### src/rtl/hazard_pkg.sv
// Shared definitions for the RV32I pipeline interlock unit.
// Holds the 5-bit opcode constants (inst[6:2]), the canonical NOP and the
// pending-load entry type used by the load shadow pipe.
package hazard_pkg;

  localparam logic [4:0] OP_LOAD   = 5'b00000;
  localparam logic [4:0] OP_LUI    = 5'b01101;
  localparam logic [4:0] OP_AUIPC  = 5'b00101;
  localparam logic [4:0] OP_JAL    = 5'b11011;
  localparam logic [4:0] OP_OP     = 5'b01100;
  localparam logic [4:0] OP_STORE  = 5'b01000;
  localparam logic [4:0] OP_BRANCH = 5'b11000;

  localparam logic [31:0] NOP = 32'h0000_0013;

  typedef struct packed {
    logic       valid;
    logic [4:0] rd;
  } pend_t;

  typedef enum logic {
    ST_RUN  = 1'b0,
    ST_WAIT = 1'b1
  } mem_state_e;

endpackage

### src/rtl/inst_reg_use.sv
// Combinational register-usage decode of one RV32I instruction.
// Ports:
//   inst_i      32-bit instruction
//   rs1_used_o  instruction reads rs1 (all but LUI/AUIPC/JAL)
//   rs2_used_o  instruction reads rs2 (OP, STORE, BRANCH only)
//   is_load_o   instruction is a load
//   rs1_o/rs2_o/rd_o  raw register fields
module inst_reg_use
  import hazard_pkg::*;
(
  input  logic [31:0] inst_i,
  output logic        rs1_used_o,
  output logic        rs2_used_o,
  output logic        is_load_o,
  output logic [4:0]  rs1_o,
  output logic [4:0]  rs2_o,
  output logic [4:0]  rd_o
);

  logic [4:0] opcode_s;
  logic       unused_bits_s;

  assign opcode_s      = inst_i[6:2];
  assign rs1_o         = inst_i[19:15];
  assign rs2_o         = inst_i[24:20];
  assign rd_o          = inst_i[11:7];
  assign is_load_o     = (opcode_s == OP_LOAD);
  // funct fields and the length bits play no part in hazard detection
  assign unused_bits_s = ^{inst_i[31:25], inst_i[14:12], inst_i[1:0]};

  // Source usage: only genuinely read registers may cause a stall
  always_comb begin
    rs1_used_o = 1'b1;
    rs2_used_o = 1'b0;
    case (opcode_s)
      OP_LUI, OP_AUIPC, OP_JAL: rs1_used_o = 1'b0;
      default:                  rs1_used_o = 1'b1;
    endcase
    case (opcode_s)
      OP_OP, OP_STORE, OP_BRANCH: rs2_used_o = 1'b1;
      default:                    rs2_used_o = 1'b0;
    endcase
  end

endmodule

### src/rtl/hazard_unit_pipe.sv
// Pipeline interlock unit for the 5-stage RV32I core.
// Drives PC / pipeline-register enables and flushes from load-use hazards,
// data-memory readiness and taken branches; counts stall cycles.
// Ports:
//   clk_i, rst_ni            clock, asynchronous active-low reset
//   inst_ID_i, inst_EX_i     instructions in ID and EX
//   br_taken_EX_i            taken branch/jump resolved in EX
//   mem_ready_i              data memory can complete this cycle
//   pc_en, IF_ID_en          front-end enables
//   IF_ID_flush, ID_EX_flush bubble insertion
//   pipe_en                  back-end register enable
//   mem_timeout              sticky freeze-timeout flag
//   stall_cnt                saturating count of cycles with pc_en=0
module hazard_unit_pipe
  import hazard_pkg::*;
#(
  parameter int NUM_LOAD_STAGES = 1,
  parameter int MEM_TIMEOUT     = 255,
  parameter int STALL_CNT_W     = 32
) (
  input  logic                   clk_i,
  input  logic                   rst_ni,
  input  logic [31:0]            inst_ID_i,
  input  logic [31:0]            inst_EX_i,
  input  logic                   br_taken_EX_i,
  input  logic                   mem_ready_i,
  output logic                   pc_en,
  output logic                   IF_ID_en,
  output logic                   IF_ID_flush,
  output logic                   ID_EX_flush,
  output logic                   pipe_en,
  output logic                   mem_timeout,
  output logic [STALL_CNT_W-1:0] stall_cnt
);

  localparam int                PEND_D   = NUM_LOAD_STAGES - 1;
  localparam int                WAIT_W   = $clog2(MEM_TIMEOUT + 1);
  localparam logic [WAIT_W-1:0] WAIT_MAX = WAIT_W'(MEM_TIMEOUT);

  logic       id_rs1_used_s, id_rs2_used_s, id_unused_load_s;
  logic [4:0] id_rs1_s, id_rs2_s, id_unused_rd_s;
  logic       ex_unused_rs1_used_s, ex_unused_rs2_used_s, ex_is_load_s;
  logic [4:0] ex_unused_rs1_s, ex_unused_rs2_s, ex_rd_s;

  inst_reg_use u_dec_id (
    .inst_i     (inst_ID_i),
    .rs1_used_o (id_rs1_used_s),
    .rs2_used_o (id_rs2_used_s),
    .is_load_o  (id_unused_load_s),
    .rs1_o      (id_rs1_s),
    .rs2_o      (id_rs2_s),
    .rd_o       (id_unused_rd_s)
  );

  inst_reg_use u_dec_ex (
    .inst_i     (inst_EX_i),
    .rs1_used_o (ex_unused_rs1_used_s),
    .rs2_used_o (ex_unused_rs2_used_s),
    .is_load_o  (ex_is_load_s),
    .rs1_o      (ex_unused_rs1_s),
    .rs2_o      (ex_unused_rs2_s),
    .rd_o       (ex_rd_s)
  );

  logic ex_load_valid_s, id_src1_s, id_src2_s;
  logic pend_hit_rs1_s, pend_hit_rs2_s, load_hz_s;

  // A load writing x0 never produces a hazard
  assign ex_load_valid_s = ex_is_load_s & (ex_rd_s != 5'd0);
  assign id_src1_s       = id_rs1_used_s & (id_rs1_s != 5'd0);
  assign id_src2_s       = id_rs2_used_s & (id_rs2_s != 5'd0);

  if (PEND_D > 0) begin : g_pend
    pend_t pend_q [PEND_D];
    pend_t pend_d [PEND_D];

    // Load results stay unforwardable while they travel the post-EX stages
    always_comb begin
      pend_d = pend_q;
      if (pipe_en) begin
        pend_d[0] = '{valid: ex_load_valid_s, rd: ex_rd_s};
        for (int j = 1; j < PEND_D; j++) begin
          pend_d[j] = pend_q[j-1];
        end
      end else begin
        pend_d = pend_q;
      end
    end

    // Pending-load register, cleared immediately by reset
    always_ff @(posedge clk_i or negedge rst_ni) begin
      if (!rst_ni) begin
        for (int j = 0; j < PEND_D; j++) begin
          pend_q[j] <= '0;
        end
      end else begin
        pend_q <= pend_d;
      end
    end

    // Compare ID sources against every in-flight load
    always_comb begin
      pend_hit_rs1_s = 1'b0;
      pend_hit_rs2_s = 1'b0;
      for (int j = 0; j < PEND_D; j++) begin
        pend_hit_rs1_s = pend_hit_rs1_s | (pend_q[j].valid & (pend_q[j].rd == id_rs1_s));
        pend_hit_rs2_s = pend_hit_rs2_s | (pend_q[j].valid & (pend_q[j].rd == id_rs2_s));
      end
    end
  end else begin : g_no_pend
    assign pend_hit_rs1_s = 1'b0;
    assign pend_hit_rs2_s = 1'b0;
  end

  assign load_hz_s = (id_src1_s & ((ex_load_valid_s & (ex_rd_s == id_rs1_s)) | pend_hit_rs1_s)) |
                     (id_src2_s & ((ex_load_valid_s & (ex_rd_s == id_rs2_s)) | pend_hit_rs2_s));

  // Interlock priority: reset, memory freeze, branch flush, load stall, run
  always_comb begin
    pc_en       = 1'b0;
    IF_ID_en    = 1'b0;
    IF_ID_flush = 1'b0;
    ID_EX_flush = 1'b0;
    pipe_en     = 1'b0;
    if (!rst_ni) begin
      pc_en = 1'b0;
    end else if (!mem_ready_i) begin
      // Frozen EX keeps a taken branch alive; flush happens once ready
      pc_en = 1'b0;
    end else if (br_taken_EX_i) begin
      pc_en       = 1'b1;
      IF_ID_en    = 1'b1;
      IF_ID_flush = 1'b1;
      ID_EX_flush = 1'b1;
      pipe_en     = 1'b1;
    end else if (load_hz_s) begin
      pipe_en     = 1'b1;
      ID_EX_flush = 1'b1;
    end else begin
      pc_en    = 1'b1;
      IF_ID_en = 1'b1;
      pipe_en  = 1'b1;
    end
  end

  mem_state_e                   state_q, state_d;
  logic [WAIT_W-1:0]            wait_cnt_q, wait_cnt_d;
  logic                         timeout_q, timeout_d;
  logic [STALL_CNT_W-1:0]       stall_cnt_q, stall_cnt_d;

  // Freeze tracking; wait_cnt holds the number of consecutive not-ready cycles
  always_comb begin
    state_d    = state_q;
    wait_cnt_d = wait_cnt_q;
    case (state_q)
      ST_RUN: begin
        if (!mem_ready_i) begin
          state_d    = ST_WAIT;
          wait_cnt_d = WAIT_W'(1);
        end else begin
          state_d    = ST_RUN;
          wait_cnt_d = '0;
        end
      end
      ST_WAIT: begin
        if (mem_ready_i) begin
          state_d    = ST_RUN;
          wait_cnt_d = '0;
        end else if (wait_cnt_q != WAIT_MAX) begin
          wait_cnt_d = wait_cnt_q + WAIT_W'(1);
        end else begin
          wait_cnt_d = wait_cnt_q;
        end
      end
      default: begin
        state_d    = ST_RUN;
        wait_cnt_d = '0;
      end
    endcase
    timeout_d = timeout_q | (wait_cnt_d == WAIT_MAX);
    if (!pc_en && (stall_cnt_q != {STALL_CNT_W{1'b1}})) begin
      stall_cnt_d = stall_cnt_q + STALL_CNT_W'(1);
    end else begin
      stall_cnt_d = stall_cnt_q;
    end
  end

  // State, timeout and counter registers
  always_ff @(posedge clk_i or negedge rst_ni) begin
    if (!rst_ni) begin
      state_q     <= ST_RUN;
      wait_cnt_q  <= '0;
      timeout_q   <= 1'b0;
      stall_cnt_q <= '0;
    end else begin
      state_q     <= state_d;
      wait_cnt_q  <= wait_cnt_d;
      timeout_q   <= timeout_d;
      stall_cnt_q <= stall_cnt_d;
    end
  end

  assign mem_timeout = timeout_q;
  assign stall_cnt   = stall_cnt_q;

endmodule
### config.mk
export PLATFORM = sky130hd
export DESIGN_NAME = hazard_unit_pipe
export DESIGN_NICKNAME = d
export VERILOG_FILES = /design/src/rtl/hazard_pkg.sv /design/src/rtl/inst_reg_use.sv /design/src/rtl/hazard_unit_pipe.sv
export SDC_FILE = /design/constraint.sdc
export NUM_CORES = 1
export LEC_CHECK = 0
export BUFFER_PORTS_ARGS = -buffer_cell sky130_fd_sc_hd__buf_4
export CAP_MARGIN = 20
export CORE_MARGIN = 2
export CORE_UTILIZATION = 51
export DETAILED_ROUTE_END_ITERATION = 10
export PLACE_DENSITY = 0.94
export SLEW_MARGIN = 10
export SYNTH_ARGS = -nofsm -noshare
export SYNTH_HDL_FRONTEND = slang
export SYNTH_SLANG_ARGS = --single-unit
### constraint.sdc
create_clock -name clk_i -period 4.95 [get_ports clk_i]
set_input_delay 0.99 -clock clk_i [delete_from_list [all_inputs] [get_ports clk_i]]
set_output_delay 0.99 -clock clk_i [all_outputs]
set_load 0.01 [all_outputs]
* Word level (Yosys, flattened, before mapping)
Cells that the tools add are included.
** Word-level totals
- Flip-flop bits (word level) :: 42
- Input bits :: 68
- Output and inout port bits :: 38
- Logic and storage cells :: 55
** Operators by class
- $add $sub $neg :: 2
- Equal/unequal tests :: 11
- Multiplexer cells :: 20
- Bitwise operators :: 10
- Reduce and logical (&&, ||, !) cells :: 8
** Operator list (count)
- $add 32x1->32 const B :: 1
- $ne 32x32->1 const B :: 1
- $mux 1 :: 17
- $mux 8 :: 2
- $pmux 8 s2 :: 1
- $eq 5x4->1 const B :: 3
- $reduce_bool 5->1 :: 3
- $eq 5x5->1 :: 2
- $eq 5x5->1 const B :: 2
- $add 8x1->8 const B :: 1
- $eq 8x8->1 const B :: 1
- $ne 8x8->1 const B :: 1
- $and 1x1->1 :: 7
- $reduce_or 3->1 :: 2
- $eq 5x3->1 const B :: 1
- $logic_not 5->1 :: 1
- $or 1x1->1 :: 2
- $logic_and 1x1->1 :: 1
- $logic_not 1->1 :: 1
- $not 1->1 :: 1

* Logic depth before layout (Yosys ltp)
- Word-level depth :: 12
- Gate-level depth with buffers :: 9
- Depth with buffers taken out :: 7

* Cells and area by module
From an unflattened synthesis, not the netlist that was laid out.
** Unflattened totals
- Cells, all modules :: 290
- Area total of the unflattened synthesis :: 2692.6 µm²
** By module, submodules not included
- hazard_unit_pipe :: times used 1, cells an instance 246, area each 2372.3 µm², seq. area each 1051.0 µm²
- inst_reg_use :: times used 2, cells an instance 22, area each 160.2 µm², seq. area each 0.0 µm²

* Worst setup path before layout
No wires, ideal clock.
- Kind :: input to output
- Start :: input port inst_EX_i[3]
- End :: output port pc_en
- Arrival :: 2.648 ns
- Required time :: 3.960 ns
- Setup slack :: 1.312 ns
- Stages :: 7
- Buffers on the path :: 3
- Path through :: or4_1 > a211oi_1 > nand4_1 > o221a_2 > buf_6 > buf_2 > buf_4
** On the way
- Word-level cells in the longest chain between the ends :: 9
- Elaborated cells on any way between the ends :: 11
- Those cells by class :: mux (4); bitwise (6); reduce/logical (1)
** RTL lines
- from (decl) :: line hazard_unit_pipe.sv:24 : input logic [31:0] inst_EX_i,
- $logic_not 5->1 * :: line inst_reg_use.sv:27 : assign is_load_o = (opcode_s == OP_LOAD);
- $and 1x1->1 * :: line hazard_unit_pipe.sv:69 : assign ex_load_valid_s = ex_is_load_s & (ex_rd_s != 5'd0);
- $and 1x1->1 (on tied branches) (2 in series) :: line hazard_unit_pipe.sv:115, hazard_unit_pipe.sv:116
- $or 1x1->1 * :: line hazard_unit_pipe.sv:115 : assign load_hz_s = (id_src1_s & ((ex_load_valid_s & (ex_rd_s == id_rs1_s)) | pend_hit_rs1_s)) |
- $mux 1 * (4 in series)
- to (decl) :: line hazard_unit_pipe.sv:27 : output logic pc_en,
Mark *: on every way between the ends. The rest lies on a longest branch, timed or not.

* Worst setup path after layout
- Start :: input port inst_EX_i[3]
- End :: output port IF_ID_en
** On the way
- Word-level cells in the longest chain between the ends :: 9
- Elaborated cells on any way between the ends :: 11
- Those cells by class :: mux (4); bitwise (6); reduce/logical (1)
** RTL lines
- $logic_not 5->1 * :: line inst_reg_use.sv:27
- $and 1x1->1 * :: line hazard_unit_pipe.sv:69
- $and 1x1->1 (on tied branches) (2 in series) :: line hazard_unit_pipe.sv:115, hazard_unit_pipe.sv:116
- $or 1x1->1 * :: line hazard_unit_pipe.sv:115
- $mux 1 * :: line hazard_unit_pipe.sv:136 : end else if (load_hz_s) begin
- $mux 1 * :: line hazard_unit_pipe.sv:130 : end else if (br_taken_EX_i) begin
- $mux 1 * :: line hazard_unit_pipe.sv:127 : end else if (!mem_ready_i) begin
- $mux 1 * :: line hazard_unit_pipe.sv:125 : if (!rst_ni) begin
- to (decl) :: line hazard_unit_pipe.sv:28 : output logic IF_ID_en,
Marks and branches as above.

==> impl_metrics.tcl <==
set metrics [dict create \
    fmax_ghz 0.265 \
    fin_cells 368 \
    io_pins 106 \
    ys_seq_area_share_pct 44.0 \
    area_growth_pct 25.0 \
    synthCells 252 \
    cp-start-kind "input port" \
    clk_latency_ps 290 \
    min_path_cells 1 \
    skew_ps 5.81 \
    regToRegSetupSlack_ps 2330 \
    synth.distinct_cells 39 \
    hpwl_um 3970 \
    synth_flop_cell "dfrtp_1" \
    cts_buffers 5 \
    crit_start "inst_EX_i[3]" \
    grt_pass1_wl_um 9180 \
    p_leak_nw 1.33 \
    antenna_cells 0 \
    ctsResizeCount 0 \
    r2r-end "stall_cnt[22]" \
    dpl_cell_area_um2 2900 \
    path_class "input port to primary output" \
    clk_path_buf_depth 2 \
    grt_pass1_vias 2046 \
    combPwrFrac_pct 30.5 \
    clockPowerShare_pct 21.4 \
    hp-class "flop to flop" \
    setup_ws_ps 1170 \
    synth_common_cells "dfrtp_1, xor2_1, nor2_1" \
    dieArea_um2 5250 \
    p_int_uw 662 \
    viasPerCell 5.78 \
    die_x_um 72.4 \
    grt_max_degree 45 \
    cp-end-kind "primary output" \
    first_pass_iters 4 \
    start_util_pct 53.7 \
    finalSetupTns_ps 0 \
    track_usage_pct 22.2 \
    placed_cells 362 \
    wl_per_cell_um 14.8 \
    clockRootBuffer "clkbuf_8" \
    critPathMaxFanout 33 \
    p_total_mw 1.00 \
    rows 24 \
    antenna_found_initial 0 \
    cts_tree "built" \
    tightestPinTransition_ps 760 \
    max-vdd-ir-drop_uv 202 \
    portBuffers 66 \
    setup-violations-final 0 \
    outcome "finished clean" \
    place_ws_ps 1170 \
    slew_headroom_pct 49.2 \
    drive_above_1_share_pct 24.7 \
    synth_area_leaders "dfrtp_1, xor2_1, nor3_1" \
    synth_top_cell_area_share_pct 44.0 \
    swShare_pct 33.9 \
    synth.ff_latch_count 42 \
    first_iter_violations 123 \
    min_period_ps 3780 \
    async_flop_share_pct 100 \
    core_area_um2 4440 \
    max_cap_violations 0 \
    path_clk_slew_ps 70 \
    nets 387 \
    reg2regPathDepth 6 \
    synth_edf_count 0 \
    p_switching_uw 339 \
    clock_sinks 42 \
    final_design_area_no_fill_um2 2990 \
    ant_nets 0 \
    gp_congestion 0.872 \
    hold_violations 0 \
    crit_arrival_ps 2790 \
    vias 2126 \
    synth_nets 322 \
    post-cts-setup-buffer-count 0 \
    synthesis.area_um2 2390 \
    cp.required_ps 3960 \
    yosysMostFrequentCell "dfrtp_1" \
    drc 0 \
    timing.rr.start "stall_cnt[6]" \
    seqPwrFrac_pct 48.2 \
    fin_hold_ws_ps 467 \
    rsz0062_at_grt "false" \
    grt_overflow 0 \
    drv_slew 0 \
    cts_htree_levels 2 \
    min_to "mem_timeout" \
    yosysWarnings 0 \
    wirelength_um 5450 \
    die_h_um 72.4 \
    holdBufCountCts 0 \
    fill_cells 354 \
    utilization_pct 67.2 \
    synth_largest_area_cell "dfrtp_1" \
    syn_avg_cell_area_um2 9.48 \
    hold_start "mem_timeout" \
    p_per_area_nw_per_um2 335 \
    period_share_pct 76.4 \
]
==> cells by family (layout without fill, tap and decap cells) <==
kind of cell | Yosys count | in the layout | synth area share (%)
adders and majority gates | 2 | 2 | 1.05
DFF | 42 | 42 | 44.0
xor gates and xnor gates | 42 | 42 | 15.4
and+or+nand+nor | 130 | 130 | 30.4
buffers and inverters | 12 | 76 | 2.51
AOI/OAI and AO/OA | 22 | 22 | 5.71
muxes | 2 | 2 | 0.943
==> routing by layer <==
layer / vias to the layer above / global-route usage, % / wire (um)
met2: 84 / 36.2 / 2620
met5: - / 0 / 0
met1: 1006 / 28.0 / 2350
met3: 12 / 5.97 / 356
met4: 0 / 8.85 / 129
li1: 1024 / - / -
==> sequential cells by signal, summed over array words and instances (netlist names) <==
signal,flops
mem_timeout,1
state_q,1
stall_cnt,32
wait_cnt_q,8
==> worst max path at each step <==
stage | endpoint | slack, ps | cells after the start
global route | IF_ID_en | 1070 | 6
detailed placement | pc_en | 1170 | 6
finish | IF_ID_en | 1170 | 6
global placement | pc_en | 1170 | 6
CTS | pc_en | 1170 | 6
floorplan | pc_en | 1310 | 7
==> worst max-delay path: stages <==
cell and delay (ps):
buf_4 100, or4_1 510, a211oi_1 260, nand4_1 140, o221a_2 530, buf_4 250
==> cell type report <==
cell class	instances	area (um2)	share of cell area, %
well taps	52	65.1	2.18
inverters	4	15.0	0.503
multi-input cells	198	1280	42.8
repair buffers	66	495	16.6
flip-flops and latches	42	1050	35.2
clock buffers	6	82.6	2.76
==> cells in the final DEF, fill, tap and decap left out, drive strengths merged <==
cell type	n
buf	66
dfrtp	42
xor2	36
nor2	22
nand2	22
nor3	19
nand3	18
and3	11
nand4	10
a21oi	7
nor3b	6
o21ai	6
xnor2	6
clkbuf	6
nor4	6
inv	4
and2	3
nand4bb	3
nand2b	3
a31oi	2
nand4b	2
a211oi	2
ha	2
mux2	2
o211ai	1
a41o	1
or4	1
and4b	1
a22oi	1
o221a	1
o21a	1
or3	1
or4b	1
nor4b	1
==> power groups by stage <==
stage | combinational [mW] | clock, mW | sequential, mW
6_report | 0.305 | 0.214 | 0.482
5_1_grt | 0.338 | 0.230 | 0.494
4_1_cts | 0.308 | 0.220 | 0.480
3_5_place_dp | 0.304 | 0 | 0.485
3_3_place_gp | 0.294 | 0 | 0.482
2_1_floorplan | 0.132 | 0 | 0.497
(Power assumes the default switching activity.)
